**config.mk**
```make
export PLATFORM = sky130hd
export DESIGN_NAME = iob_mii_loopback_flat
export DESIGN_NICKNAME = d
export VERILOG_FILES = /design/src/rtl/iob_mii_loopback_pkg.sv /design/src/rtl/iob_mii_loopback_if.sv /design/src/rtl/iob_mii_delay.sv /design/src/rtl/iob_mii_loopback.sv /design/src/flat_wrapper.sv
export SDC_FILE = /design/constraint.sdc
export NUM_CORES = 1
export LEC_CHECK = 0
export CORE_ASPECT_RATIO = 1.25
export CORE_MARGIN = 2
export CORE_UTILIZATION = 46
export DETAILED_ROUTE_END_ITERATION = 8
export PLACE_DENSITY = 0.73
export REMOVE_ABC_BUFFERS = 1
export SLEW_MARGIN = 20
export SYNTH_ARGS = -nofsm -noshare
export SYNTH_HDL_FRONTEND = slang
export SYNTH_SLANG_ARGS = --single-unit
export TNS_END_PERCENT = 20
```
**constraint.sdc**
```tcl
create_clock -name clk_i -period 2.9 [get_ports clk_i]
set_clock_uncertainty 0.05 [all_clocks]
set_input_delay 0.29 -clock clk_i [delete_from_list [all_inputs] [get_ports clk_i]]
set_output_delay 0.29 -clock clk_i [all_outputs]
set_load 0.03 [all_outputs]
```
**src/rtl/iob_mii_loopback_pkg.sv**
```systemverilog
// ---------------------------------------------------------------------------
// iob_mii_loopback_pkg
//
// Shared definitions for the MII/GMII loopback channel:
//   state_t       ingress FSM state (ST_IDLE = 0, ST_FRAME = 1)
//   SYM_CTRL_W    number of control bits carried next to each symbol (dv, er)
//   sym_rec_w()   width of one {dv, er, data} record in the delay line
// ---------------------------------------------------------------------------
package iob_mii_loopback_pkg;

    typedef enum logic [0:0] {
        ST_IDLE  = 1'b0,
        ST_FRAME = 1'b1
    } state_t;

    localparam int SYM_CTRL_W = 2;

    // A delay-line record is the symbol plus its dv and er flags.
    function automatic int sym_rec_w(input int data_w);
        return data_w + SYM_CTRL_W;
    endfunction

endpackage

```
**src/rtl/iob_mii_loopback_if.sv**
```systemverilog
// ---------------------------------------------------------------------------
// iob_mii_loopback_if
//
// MII/GMII symbol bundle between a MAC and the loopback channel.
//   tx_data_i / tx_en_i / tx_er_i   MAC transmit side (driven by the MAC)
//   rx_data_o / rx_dv_o / rx_er_o   MAC receive side (driven by the loopback)
// The _i/_o suffixes are as seen from the loopback channel.
// Modports:
//   master  the MAC end (drives tx, observes rx)
//   slave   the loopback end (observes tx, drives rx)
// ---------------------------------------------------------------------------
interface iob_mii_loopback_if #(
    parameter int DATA_W = 4
);

    logic [DATA_W-1:0] tx_data_i;
    logic              tx_en_i;
    logic              tx_er_i;
    logic [DATA_W-1:0] rx_data_o;
    logic              rx_dv_o;
    logic              rx_er_o;

    modport master (
        output tx_data_i, tx_en_i, tx_er_i,
        input  rx_data_o, rx_dv_o, rx_er_o
    );

    modport slave (
        input  tx_data_i, tx_en_i, tx_er_i,
        output rx_data_o, rx_dv_o, rx_er_o
    );

endinterface

```
**src/rtl/iob_mii_delay.sv**
```systemverilog
// ---------------------------------------------------------------------------
// iob_mii_delay
//
// DEPTH-stage shift register of WIDTH-bit records with synchronous reset.
// A record presented on d_i in cycle t is visible on q_o in cycle t+DEPTH.
//   clk_i     clock, all state on the rising edge
//   rst_i     synchronous active-high reset, clears every stage
//   d_i       record entering the first stage
//   q_o       record leaving the last stage
//   stages_o  every stage, so the parent can inspect what is in flight
// ---------------------------------------------------------------------------
module iob_mii_delay #(
    parameter int WIDTH = 6,
    parameter int DEPTH = 1
) (
    input  logic                         clk_i,
    input  logic                         rst_i,
    input  logic [WIDTH-1:0]             d_i,
    output logic [WIDTH-1:0]             q_o,
    output logic [DEPTH-1:0][WIDTH-1:0]  stages_o
);

    logic [DEPTH-1:0][WIDTH-1:0] stages;

    // Stage 0 takes the new record, every other stage takes its predecessor.
    // Written as a loop so DEPTH=1 degenerates cleanly to a single register.
    always_ff @(posedge clk_i) begin
        if (rst_i) begin
            stages <= '0;
        end else begin
            stages[0] <= d_i;
            for (int i = 1; i < DEPTH; i++) begin
                stages[i] <= stages[i-1];
            end
        end
    end

    assign q_o      = stages[DEPTH-1];
    assign stages_o = stages;

endmodule

```
**src/rtl/iob_mii_loopback.sv**
```systemverilog
// ---------------------------------------------------------------------------
// iob_mii_loopback
//
// Parametrised MII/GMII loopback channel. Transmit symbols are returned to
// the MAC receive side DELAY cycles later. Each frame may be dropped whole or
// have one symbol XOR-corrupted; forwarded/dropped frames and the length of
// the last frame are counted.
//
// Parameters:
//   DATA_W  symbol width (4 = MII nibble, 8 = GMII byte)
//   DELAY   loopback latency in cycles, legal range 1..32
//   CNT_W   width of symbol index, length and statistics counters
//
// Ports:
//   clk_i           eth clock
//   rst_i           synchronous active-high reset
//   mii             slave end of the MII bundle (tx in, rx out)
//   drop_i          drop the frame (sampled on the frame's first cycle)
//   corrupt_en_i    corrupt one symbol (sampled on the first cycle)
//   corrupt_idx_i   index of the symbol to corrupt (sampled on the first cycle)
//   corrupt_mask_i  XOR mask for the corrupted symbol (sampled on the first cycle)
//   frame_cnt_o     forwarded frames, wraps modulo 2^CNT_W
//   drop_cnt_o      dropped frames, wraps modulo 2^CNT_W
//   last_len_o      symbol count of the most recently ended frame
//   busy_o          frame in progress or valid symbols still in the delay line
// ---------------------------------------------------------------------------
module iob_mii_loopback
    import iob_mii_loopback_pkg::*;
#(
    parameter int DATA_W = 4,
    parameter int DELAY  = 1,
    parameter int CNT_W  = 16
) (
    input  logic                 clk_i,
    input  logic                 rst_i,
    iob_mii_loopback_if.slave    mii,
    input  logic                 drop_i,
    input  logic                 corrupt_en_i,
    input  logic [CNT_W-1:0]     corrupt_idx_i,
    input  logic [DATA_W-1:0]    corrupt_mask_i,
    output logic [CNT_W-1:0]     frame_cnt_o,
    output logic [CNT_W-1:0]     drop_cnt_o,
    output logic [CNT_W-1:0]     last_len_o,
    output logic                 busy_o
);

    localparam int             REC_W   = sym_rec_w(DATA_W);
    localparam logic [CNT_W-1:0] IDX_MAX = {CNT_W{1'b1}};

    state_t              state;
    state_t              state_nxt;
    logic                first_cyc;
    logic                frame_end;

    logic [CNT_W-1:0]    index_q;
    logic                drop_q;
    logic                cor_en_q;
    logic [CNT_W-1:0]    cor_idx_q;
    logic [DATA_W-1:0]   cor_mask_q;

    logic [CNT_W-1:0]    cur_idx;
    logic                cur_drop;
    logic                cur_cor_en;
    logic [CNT_W-1:0]    cur_cor_idx;
    logic [DATA_W-1:0]   cur_mask;
    logic                cur_hit;

    logic [REC_W-1:0]             stage_in;
    logic [REC_W-1:0]             stage_out;
    logic [DELAY-1:0][REC_W-1:0]  stages;

    // Ingress FSM state register. Reset always returns to IDLE, which is what
    // makes a still-high tx_en_i after reset start a fresh frame.
    always_ff @(posedge clk_i) begin
        if (rst_i) begin
            state <= ST_IDLE;
        end else begin
            state <= state_nxt;
        end
    end

    // Ingress FSM next state: a frame is any unbroken run of tx_en_i.
    always_comb begin
        state_nxt = state;
        case (state)
            ST_IDLE:  if (mii.tx_en_i)  state_nxt = ST_FRAME;
            ST_FRAME: if (!mii.tx_en_i) state_nxt = ST_IDLE;
            default:  state_nxt = ST_IDLE;
        endcase
    end

    // Ingress FSM outputs: the first-cycle strobe latches the per-frame
    // controls, the end strobe (tx_en_i falling) updates the statistics.
    always_comb begin
        first_cyc = 1'b0;
        frame_end = 1'b0;
        case (state)
            ST_IDLE:  first_cyc = mii.tx_en_i;
            ST_FRAME: frame_end = !mii.tx_en_i;
            default:  ;
        endcase
    end

    // On the first cycle the latched controls are not yet loaded, so the live
    // inputs are used directly; afterwards only the latched copies count,
    // which is why mid-frame changes on drop_i/corrupt_* have no effect.
    always_comb begin
        cur_idx     = first_cyc ? '0             : index_q;
        cur_drop    = first_cyc ? drop_i         : drop_q;
        cur_cor_en  = first_cyc ? corrupt_en_i   : cor_en_q;
        cur_cor_idx = first_cyc ? corrupt_idx_i  : cor_idx_q;
        cur_mask    = first_cyc ? corrupt_mask_i : cor_mask_q;
        cur_hit     = cur_cor_en && (cur_idx == cur_cor_idx);
    end

    // Per-frame control latch, loaded only on the frame's first cycle.
    always_ff @(posedge clk_i) begin
        if (rst_i) begin
            drop_q     <= 1'b0;
            cor_en_q   <= 1'b0;
            cor_idx_q  <= '0;
            cor_mask_q <= '0;
        end else if (first_cyc) begin
            drop_q     <= drop_i;
            cor_en_q   <= corrupt_en_i;
            cor_idx_q  <= corrupt_idx_i;
            cor_mask_q <= corrupt_mask_i;
        end
    end

    // Symbol index: holds the index of the next symbol, which at frame end is
    // the frame length. It saturates instead of wrapping so a long frame can
    // never reach the corruption index a second time.
    always_ff @(posedge clk_i) begin
        if (rst_i) begin
            index_q <= '0;
        end else if (mii.tx_en_i) begin
            index_q <= (cur_idx == IDX_MAX) ? cur_idx : cur_idx + CNT_W'(1);
        end
    end

    // Statistics, updated in the cycle tx_en_i falls so they are visible one
    // cycle later. A frame cut short by reset never reaches this point and so
    // is never counted.
    always_ff @(posedge clk_i) begin
        if (rst_i) begin
            frame_cnt_o <= '0;
            drop_cnt_o  <= '0;
            last_len_o  <= '0;
        end else if (frame_end) begin
            last_len_o <= index_q;
            if (drop_q) begin
                drop_cnt_o <= drop_cnt_o + CNT_W'(1);
            end else begin
                frame_cnt_o <= frame_cnt_o + CNT_W'(1);
            end
        end
    end

    // Record entering the delay line. Idle cycles and dropped frames insert an
    // all-zero record so the receive side sees clean idle.
    always_comb begin
        stage_in = '0;
        if (mii.tx_en_i && !cur_drop) begin
            stage_in = {1'b1, mii.tx_er_i,
                        mii.tx_data_i ^ (cur_hit ? cur_mask : DATA_W'(0))};
        end
    end

    iob_mii_delay #(
        .WIDTH (REC_W),
        .DEPTH (DELAY)
    ) u_delay (
        .clk_i    (clk_i),
        .rst_i    (rst_i),
        .d_i      (stage_in),
        .q_o      (stage_out),
        .stages_o (stages)
    );

    assign mii.rx_dv_o   = stage_out[REC_W-1];
    assign mii.rx_er_o   = stage_out[REC_W-2];
    assign mii.rx_data_o = stage_out[DATA_W-1:0];

    // Busy while a frame is being received or any valid symbol is still
    // travelling through the delay line.
    always_comb begin
        busy_o = (state == ST_FRAME);
        for (int i = 0; i < DELAY; i++) begin
            busy_o = busy_o | stages[i][REC_W-1];
        end
    end

endmodule

```
**src/flat_wrapper.sv**
```systemverilog
// flat-port wrapper written by rule: the top's interface ports become plain ports
module iob_mii_loopback_flat import iob_mii_loopback_pkg::*;
#(
    parameter int DATA_W = 4,
    parameter int DELAY  = 1,
    parameter int CNT_W  = 16
)
  (clk_i, rst_i, drop_i, corrupt_en_i, corrupt_idx_i, corrupt_mask_i, frame_cnt_o, drop_cnt_o, last_len_o, busy_o, mii_tx_data_i, mii_tx_en_i, mii_tx_er_i, mii_rx_data_o, mii_rx_dv_o, mii_rx_er_o);
  iob_mii_loopback_if #(.DATA_W(DATA_W)) mii_i ();
  input  logic clk_i;
  input  logic rst_i;
  input  logic drop_i;
  input  logic corrupt_en_i;
  input  logic [CNT_W-1:0] corrupt_idx_i;
  input  logic [DATA_W-1:0] corrupt_mask_i;
  output logic [CNT_W-1:0] frame_cnt_o;
  output logic [CNT_W-1:0] drop_cnt_o;
  output logic [CNT_W-1:0] last_len_o;
  output logic busy_o;
  input wire logic [$bits(mii_i.tx_data_i)-1:0] mii_tx_data_i;
  input wire logic [$bits(mii_i.tx_en_i)-1:0] mii_tx_en_i;
  input wire logic [$bits(mii_i.tx_er_i)-1:0] mii_tx_er_i;
  output wire logic [$bits(mii_i.rx_data_o)-1:0] mii_rx_data_o;
  output wire logic [$bits(mii_i.rx_dv_o)-1:0] mii_rx_dv_o;
  output wire logic [$bits(mii_i.rx_er_o)-1:0] mii_rx_er_o;
  assign mii_i.tx_data_i = mii_tx_data_i;
  assign mii_i.tx_en_i = mii_tx_en_i;
  assign mii_i.tx_er_i = mii_tx_er_i;
  assign mii_rx_data_o = mii_i.rx_data_o;
  assign mii_rx_dv_o = mii_i.rx_dv_o;
  assign mii_rx_er_o = mii_i.rx_er_o;
  iob_mii_loopback #(.DATA_W(DATA_W), .DELAY(DELAY), .CNT_W(CNT_W)) u_core (.clk_i(clk_i), .rst_i(rst_i), .mii(mii_i), .drop_i(drop_i), .corrupt_en_i(corrupt_en_i), .corrupt_idx_i(corrupt_idx_i), .corrupt_mask_i(corrupt_mask_i), .frame_cnt_o(frame_cnt_o), .drop_cnt_o(drop_cnt_o), .last_len_o(last_len_o), .busy_o(busy_o));
endmodule
```
# Word level (Yosys, flattened, before mapping)
# Index checks and enable logic that the tools add are counted.
totals:
  reg_bits: 93
  in_bits: 30
  output_inout_bits: 55
  word_cells: 38
op_classes:
  addsub: 3
  n_eq_ne: 2
  n_mux: 11
  bitwise_logic: 4
  n_reduce_logical: 7
op_table:
  columns: ["op", "count"]
  rows:
  - ["$add 16x1->16 const B", 3]
  - ["$mux 16", 3]
  - ["$eq 16x16->1", 1]
  - ["$eq 16x16->1 const B", 1]
  - ["$mux 4", 2]
  - ["$mux 6", 1]
  - ["$mux 1", 5]
  - ["$reduce_and 2->1", 2]
  - ["$xor 4x4->4", 1]
  - ["$logic_and 1x1->1", 2]
  - ["$logic_not 1->1", 2]
  - ["$not 1->1", 2]
  - ["$reduce_or 2->1", 1]
  - ["$or 1x1->1", 1]

# Longest topological paths before layout
logic_depth:
  word_depth: 7
  mapped_depth: 12
  ltp_nobuf: 8

# Hierarchy
# From an unflattened synthesis, not the netlist that was laid out.
unflattened:
  cells_unflattened: 497
  hier_area_um2: 4091.4
modules_own_cells:
  columns: ["module", "instances", "cells_per_inst", "area_each_um2", "seq_area_each_um2"]
  rows:
  - ["iob_mii_loopback", 1, 479, 3888.7, 1741.7]
  - ["iob_mii_delay", 1, 18, 202.7, 120.1]

# Worst setup path before layout
# OpenSTA, ideal clock, no wires.
synth_timing:
  path_type: "input to register"
  startpoint: "input port mii_tx_en_i"
  endpoint: "register u_core.index_q[15]"
  setup_ns: 0.128
  arrival_time_ns: 2.485
  t_required_ns: 2.722
  path_slack_ns: 0.238
  stages: 12
  path_buffers: 4
  cell_sequence: "buf_2 nand2b_1 buf_2 buf_1 clkbuf_1 and2_1 ha_1 nand3_1 o31ai_4 nor4_1 xnor2_1 nor2_1"
synth_between:
  elab_chain_len: 4
  word_cells_on_any_way: 5
  classes_between: "add/sub: 1; eq/ne: 1; mux: 3"
synth_rtl:
  columns: ["element", "line_no", "text"]
  rows:
  - ["from (decl)", "flat_wrapper.sv:21", "input wire logic [$bits(mii_i.tx_en_i)-1:0] mii_tx_en_i;"]
  - ["$mux 1", "iob_mii_loopback.sv:97", "case (state)"]
  - ["$mux 16", "iob_mii_loopback.sv:108", "cur_idx = first_cyc ? '0 : index_q;"]
  - ["$add 16x1->16 / $eq 16x16->1 (equally long branches)", "iob_mii_loopback.sv:138", "index_q <= (cur_idx == IDX_MAX) ? cur_idx : cur_idx + CNT_W'(1);"]
  - ["$mux 16", "iob_mii_loopback.sv:138", null]
  - ["to (signal assigned)", "iob_mii_loopback.sv:138", null]
  - ["to (decl)", "iob_mii_loopback.sv:55", "logic [CNT_W-1:0] index_q;"]
# Several ways; a longest one is shown, not always the timed one.
# A chain may end at the register's enable or synchronous reset.

# Worst setup path in the final report
layout_timing:
  startpoint: "register u_core.index_q[8]"
  endpoint: "register u_core.u_delay.stages, in the netlist u_core.u_delay.q_o[1]"
layout_between:
  elab_chain_len: 5
layout_rtl:
  columns: ["element", "line_no", "text"]
  rows:
  - ["$mux 16", "iob_mii_loopback.sv:108", null]
  - ["$eq 16x16->1", "iob_mii_loopback.sv:113", "cur_hit = cur_cor_en && (cur_idx == cur_cor_idx);"]
  - ["$logic_and 1x1->1", "iob_mii_loopback.sv:113", null]
  - ["$mux 4", "iob_mii_loopback.sv:166", "mii.tx_data_i ^ (cur_hit ? cur_mask : DATA_W'(0))};"]
  - ["$xor 4x4->4", "iob_mii_loopback.sv:166", null]
  - ["to (signal, indexed assignment)", "iob_mii_delay.sv:33", "stages[i] <= stages[i-1];"]
  - ["to (decl)", "iob_mii_delay.sv:23", "logic [DEPTH-1:0][WIDTH-1:0] stages;"]
# Every way passes these cells.

==> key figures <==
Yosys
  • Area share of fa/ha/maj cells after synthesis: 0.942%
  • Ranking of synthesized cells by area: dfxtp_1 47%, nand2_1 8.9%, a21oi_1 5.5%, xor2_1 5.3%, nor2_1 5.1%
  • Seq cells post-synth: 93
  • Simple-Gate Fraction of Synth Area: 27.2%
  • Largest family of logic cells by synthesized area: simple AND/OR/NAND/NOR gates
  • Dominant synthesized flop cell: dfxtp_1
  • Post-synth top area cell: dfxtp_1
  • Post-synth EDFFs: 0
  • Post-Syn Area: 3990 um^2
  • Yosys cell types: 40
  • Ys Warns: 0
  • Mapped Cells: 485
  • Post-synthesis mux area share: 1.51%
  • Post-synthesis compound-gate area fraction: 11.1%
  • Async S/R FF share, synth: 0%
  • Register area share after synthesis: 46.7%
  • Area share of the largest cell type after synthesis: 46.7%
  • Synthesized area per cell: 8.22 um^2
  • XOR/XNOR share of the synthesized area: 9.23%

Setup path
  • CP required: 3.14 ns
  • Worst-path fanout max: 8
  • Worst EP arrival: 2.65 ns
  • Crit. End Element: register
  • CP Class: register to register
  • Startpoint types: register

Power and ir drop
  • Maximum VDD drop: 0.301 mV
  • Pleak: 1.83 nW
  • Power density cells: 483 nW/um^2

Place
  • Post-DP Area: 4940 um^2
  • I/O Buffers: 84
  • Placer Congestion: 0.863
  • DP Worst Slack: 0.263 ns
  • Placed wire-length estimate: 6.75 mm

Route
  • Routed wire per std cell: 13.5 um
  • # DRC: 0
  • Vias: 3609
  • Antenna viol nets, final: 0
  • Final wirelength: 9.05 mm
  • Via-per-instance ratio: 5.39
  • Drt first pass iters: 4
  • Initial DRC count: 171

STA
  • Endpoints failing setup: 0
  • Tcrit/Tclk final: 83.3%
  • Worst rel slew slack: 57.3%
  • Slew @ Worst Pin: 0.637 ns
  • Post-Route Setup TNS: 0 ns
  • Setup ws final: 0.485 ns
  • Fmax: 414 MHz
  • Final Hold Viols: 0
  • Fin crit period: 2.41 ns
  • RSZ-0062 raised after global routing: false
  • Fin. max-slew vios: 0

Global routing
  • Initial antenna violation count: 0
  • Largest net degree at the start of global routing: 42
  • GRT Total Usage: 19.7%
  • Vias in the first global route: 3310
  • First-pass GRT wire length: 14.8 mm
  • Total grt overflow: 0

Finish
  • Design area: 5170 um^2
  • Fill cells: 755
  • Area growth from synthesis to layout: 29.7%
  • Share of cells above drive strength 1: 5.58%
  • # diodes: 0
  • Nets: 601

CTS
  • Hold Buf Count CTS: 0
  • TritonCTS clock tree: done
  • Worst skew pair latency: 0.36 ns
  • CTS clock-pin slew for the worst setup and hold paths: 0.09 ns
  • Root buffer cell: clkbuf_8
  • H-tree levels: 3
  • Post-CTS Setup Bufs: 0
  • CTS buffer count: 9
  • Clk sinks: 93
  • Post_cts resized: 0
  • Clock Path Buffers: 2

Die
  • # rows: 37
  • Die H: 108 um
  • Die area: 9430 um^2
  • Initial core utilization: 47.8%
  • Die Wd: 87.3 um
  • Core Region: 8330 um^2
  • Io pins: 85

Status
  • Status: completed

Run
  • Max Cap Viol: 0

Min path
  • HP Class: input port to register
[per-layer routing]
| metal | track usage [%] | part of all wire (%) | wire length [um] | vias up |
|---|---|---|---|---|
| met5 | 0 | 0 | 0 | - |
| met4 | 6.59 | 2.5 | 228 | 0 |
| met3 | 4.58 | 4.8 | 433 | 22 |
| met2 | 34.9 | 50 | 4510 | 104 |
| met1 | 23.1 | 43 | 3880 | 1676 |
| li1 | - | - | - | 1807 |
[area by class of cell]
cell class,count,area [um^2],share of cell area (%)
clock buffers,10,138,2.66
well taps,97,121,2.35
flip-flops and latches,93,1860,36.0
clock inverters,6,93.8,1.82
inverters,12,45.0,0.872
multi-input cells,357,1990,38.5
repair buffers,95,918,17.8
[report_power, final]
part	leakage [nW]	switching, W	total, W	internal, W
clock network	0.113	0.000453	0.000967	0.000515
registers	0.754	0.0000187	0.00132	0.00130
logic	0.963	0.000116	0.000209	0.0000933
[sequential cells by signal (all words and copies together) (netlist names)]
register	flops
u_core.cor_idx_q	16
u_core.u_delay.q_o	6
u_core.last_len_o	16
u_core.cor_mask_q	4
u_core.drop_cnt_o	16
u_core.state	1
u_core.index_q	16
u_core.drop_q	1
u_core.frame_cnt_o	16
u_core.cor_en_q	1
[final timing paths]
path,startpoint,endpoint,slack [ns],cells past startpoint
max,u_core.index_q[8]$_SDFFE_PP0P_,u_core.u_delay.q_o[1]$_SDFF_PP0_,0.49,6
min reg2reg,u_core.last_len_o[2]$_SDFFE_PP0P_,u_core.last_len_o[2]$_SDFFE_PP0P_,0.41,2
min,rst_i,u_core.cor_mask_q[0]$_SDFF_PP0_,0.32,2
max reg2reg,u_core.index_q[8]$_SDFFE_PP0P_,u_core.u_delay.q_o[1]$_SDFF_PP0_,0.49,6
[through the flow]
step	hold slack, ns	utilization [%]	total power, W	instances
after CTS	0.297	62.0	0.00252	670
after global routing	0.316	62.0	0.00259	670
after floorplan	0.309	-	0.00144	462
after detailed placement	0.397	59.2	0.00156	654
final	0.319	62.0	0.00250	670
after global placement	0.394	59.2	0.00155	654
[kinds of logic (layout without fill, tap and decap cells)]
logic type | after synthesis | in the layout
simple gates | 235 | 235
compound gates | 71 | 71
mux | 6 | 6
xor+xnor | 42 | 42
fa+ha+maj | 3 | 3
flops | 93 | 93
buf+inv | 35 | 123
[critical path, cell delays in order, from the launching register on]
cell	delay, ns
dfxtp_1	0.48
nor2b_1	0.09
a2111o_1	0.37
a2111oi_2	0.31
a31oi_1	0.30
or4_1	0.57
a21oi_1	0.16
[cell usage in the layout, fill, tap and decap left out, types with 2 or more instances in the layout]
| cell | Yosys | routed |
|---|---|---|
| nand4_1 | 4 | 4 |
| a21oi_1 | 44 | 44 |
| a31oi_1 | 3 | 3 |
| mux2i_1 | 6 | 6 |
| inv_1 | 12 | 12 |
| nor2_1 | 54 | 54 |
| nand3_1 | 23 | 23 |
| ha_1 | 3 | 3 |
| dfxtp_1 | 93 | 93 |
| and2_1 | 2 | 2 |
| nand2b_1 | 3 | 3 |
| and3_1 | 8 | 8 |
| buf_4 | 0 | 11 |
| or4_1 | 4 | 4 |
| o21ai_0 | 6 | 6 |
| clkinv_4 | 0 | 2 |
| nor4_1 | 9 | 9 |
| xor2_1 | 24 | 24 |
| or3_1 | 5 | 5 |
| o22ai_1 | 3 | 3 |
| clkdlybuf4s50_1 | 0 | 83 |
| nor3_1 | 7 | 7 |
| a2111oi_0 | 3 | 3 |
| clkbuf_8 | 0 | 10 |
| nor2b_1 | 15 | 15 |
| nand2_1 | 94 | 94 |
| and4_1 | 2 | 2 |
| bufinv_16 | 0 | 2 |
| o211ai_1 | 2 | 2 |
| o31ai_1 | 4 | 4 |
| xnor2_1 | 18 | 18 |
[cells in the mapped netlist, drive strengths merged, types with 2 or more instances]
| library cell | count |
|---|---|
| inv | 12 |
| o22ai | 3 |
| nor4 | 9 |
| a31oi | 3 |
| xnor2 | 18 |
| o31ai | 5 |
| nor3 | 7 |
| buf | 8 |
| nand4 | 4 |
| nor2 | 54 |
| mux2i | 6 |
| clkbuf | 15 |
| nand2b | 3 |
| dfxtp | 93 |
| nand2 | 94 |
| and2 | 2 |
| ha | 3 |
| o21ai | 6 |
| or4 | 4 |
| a21oi | 44 |
| xor2 | 24 |
| and3 | 8 |
| or3 | 5 |
| o211ai | 2 |
| and4 | 2 |
| nand3 | 23 |
| nor2b | 15 |
| a2111oi | 4 |
(Power assumes the default switching activity.)
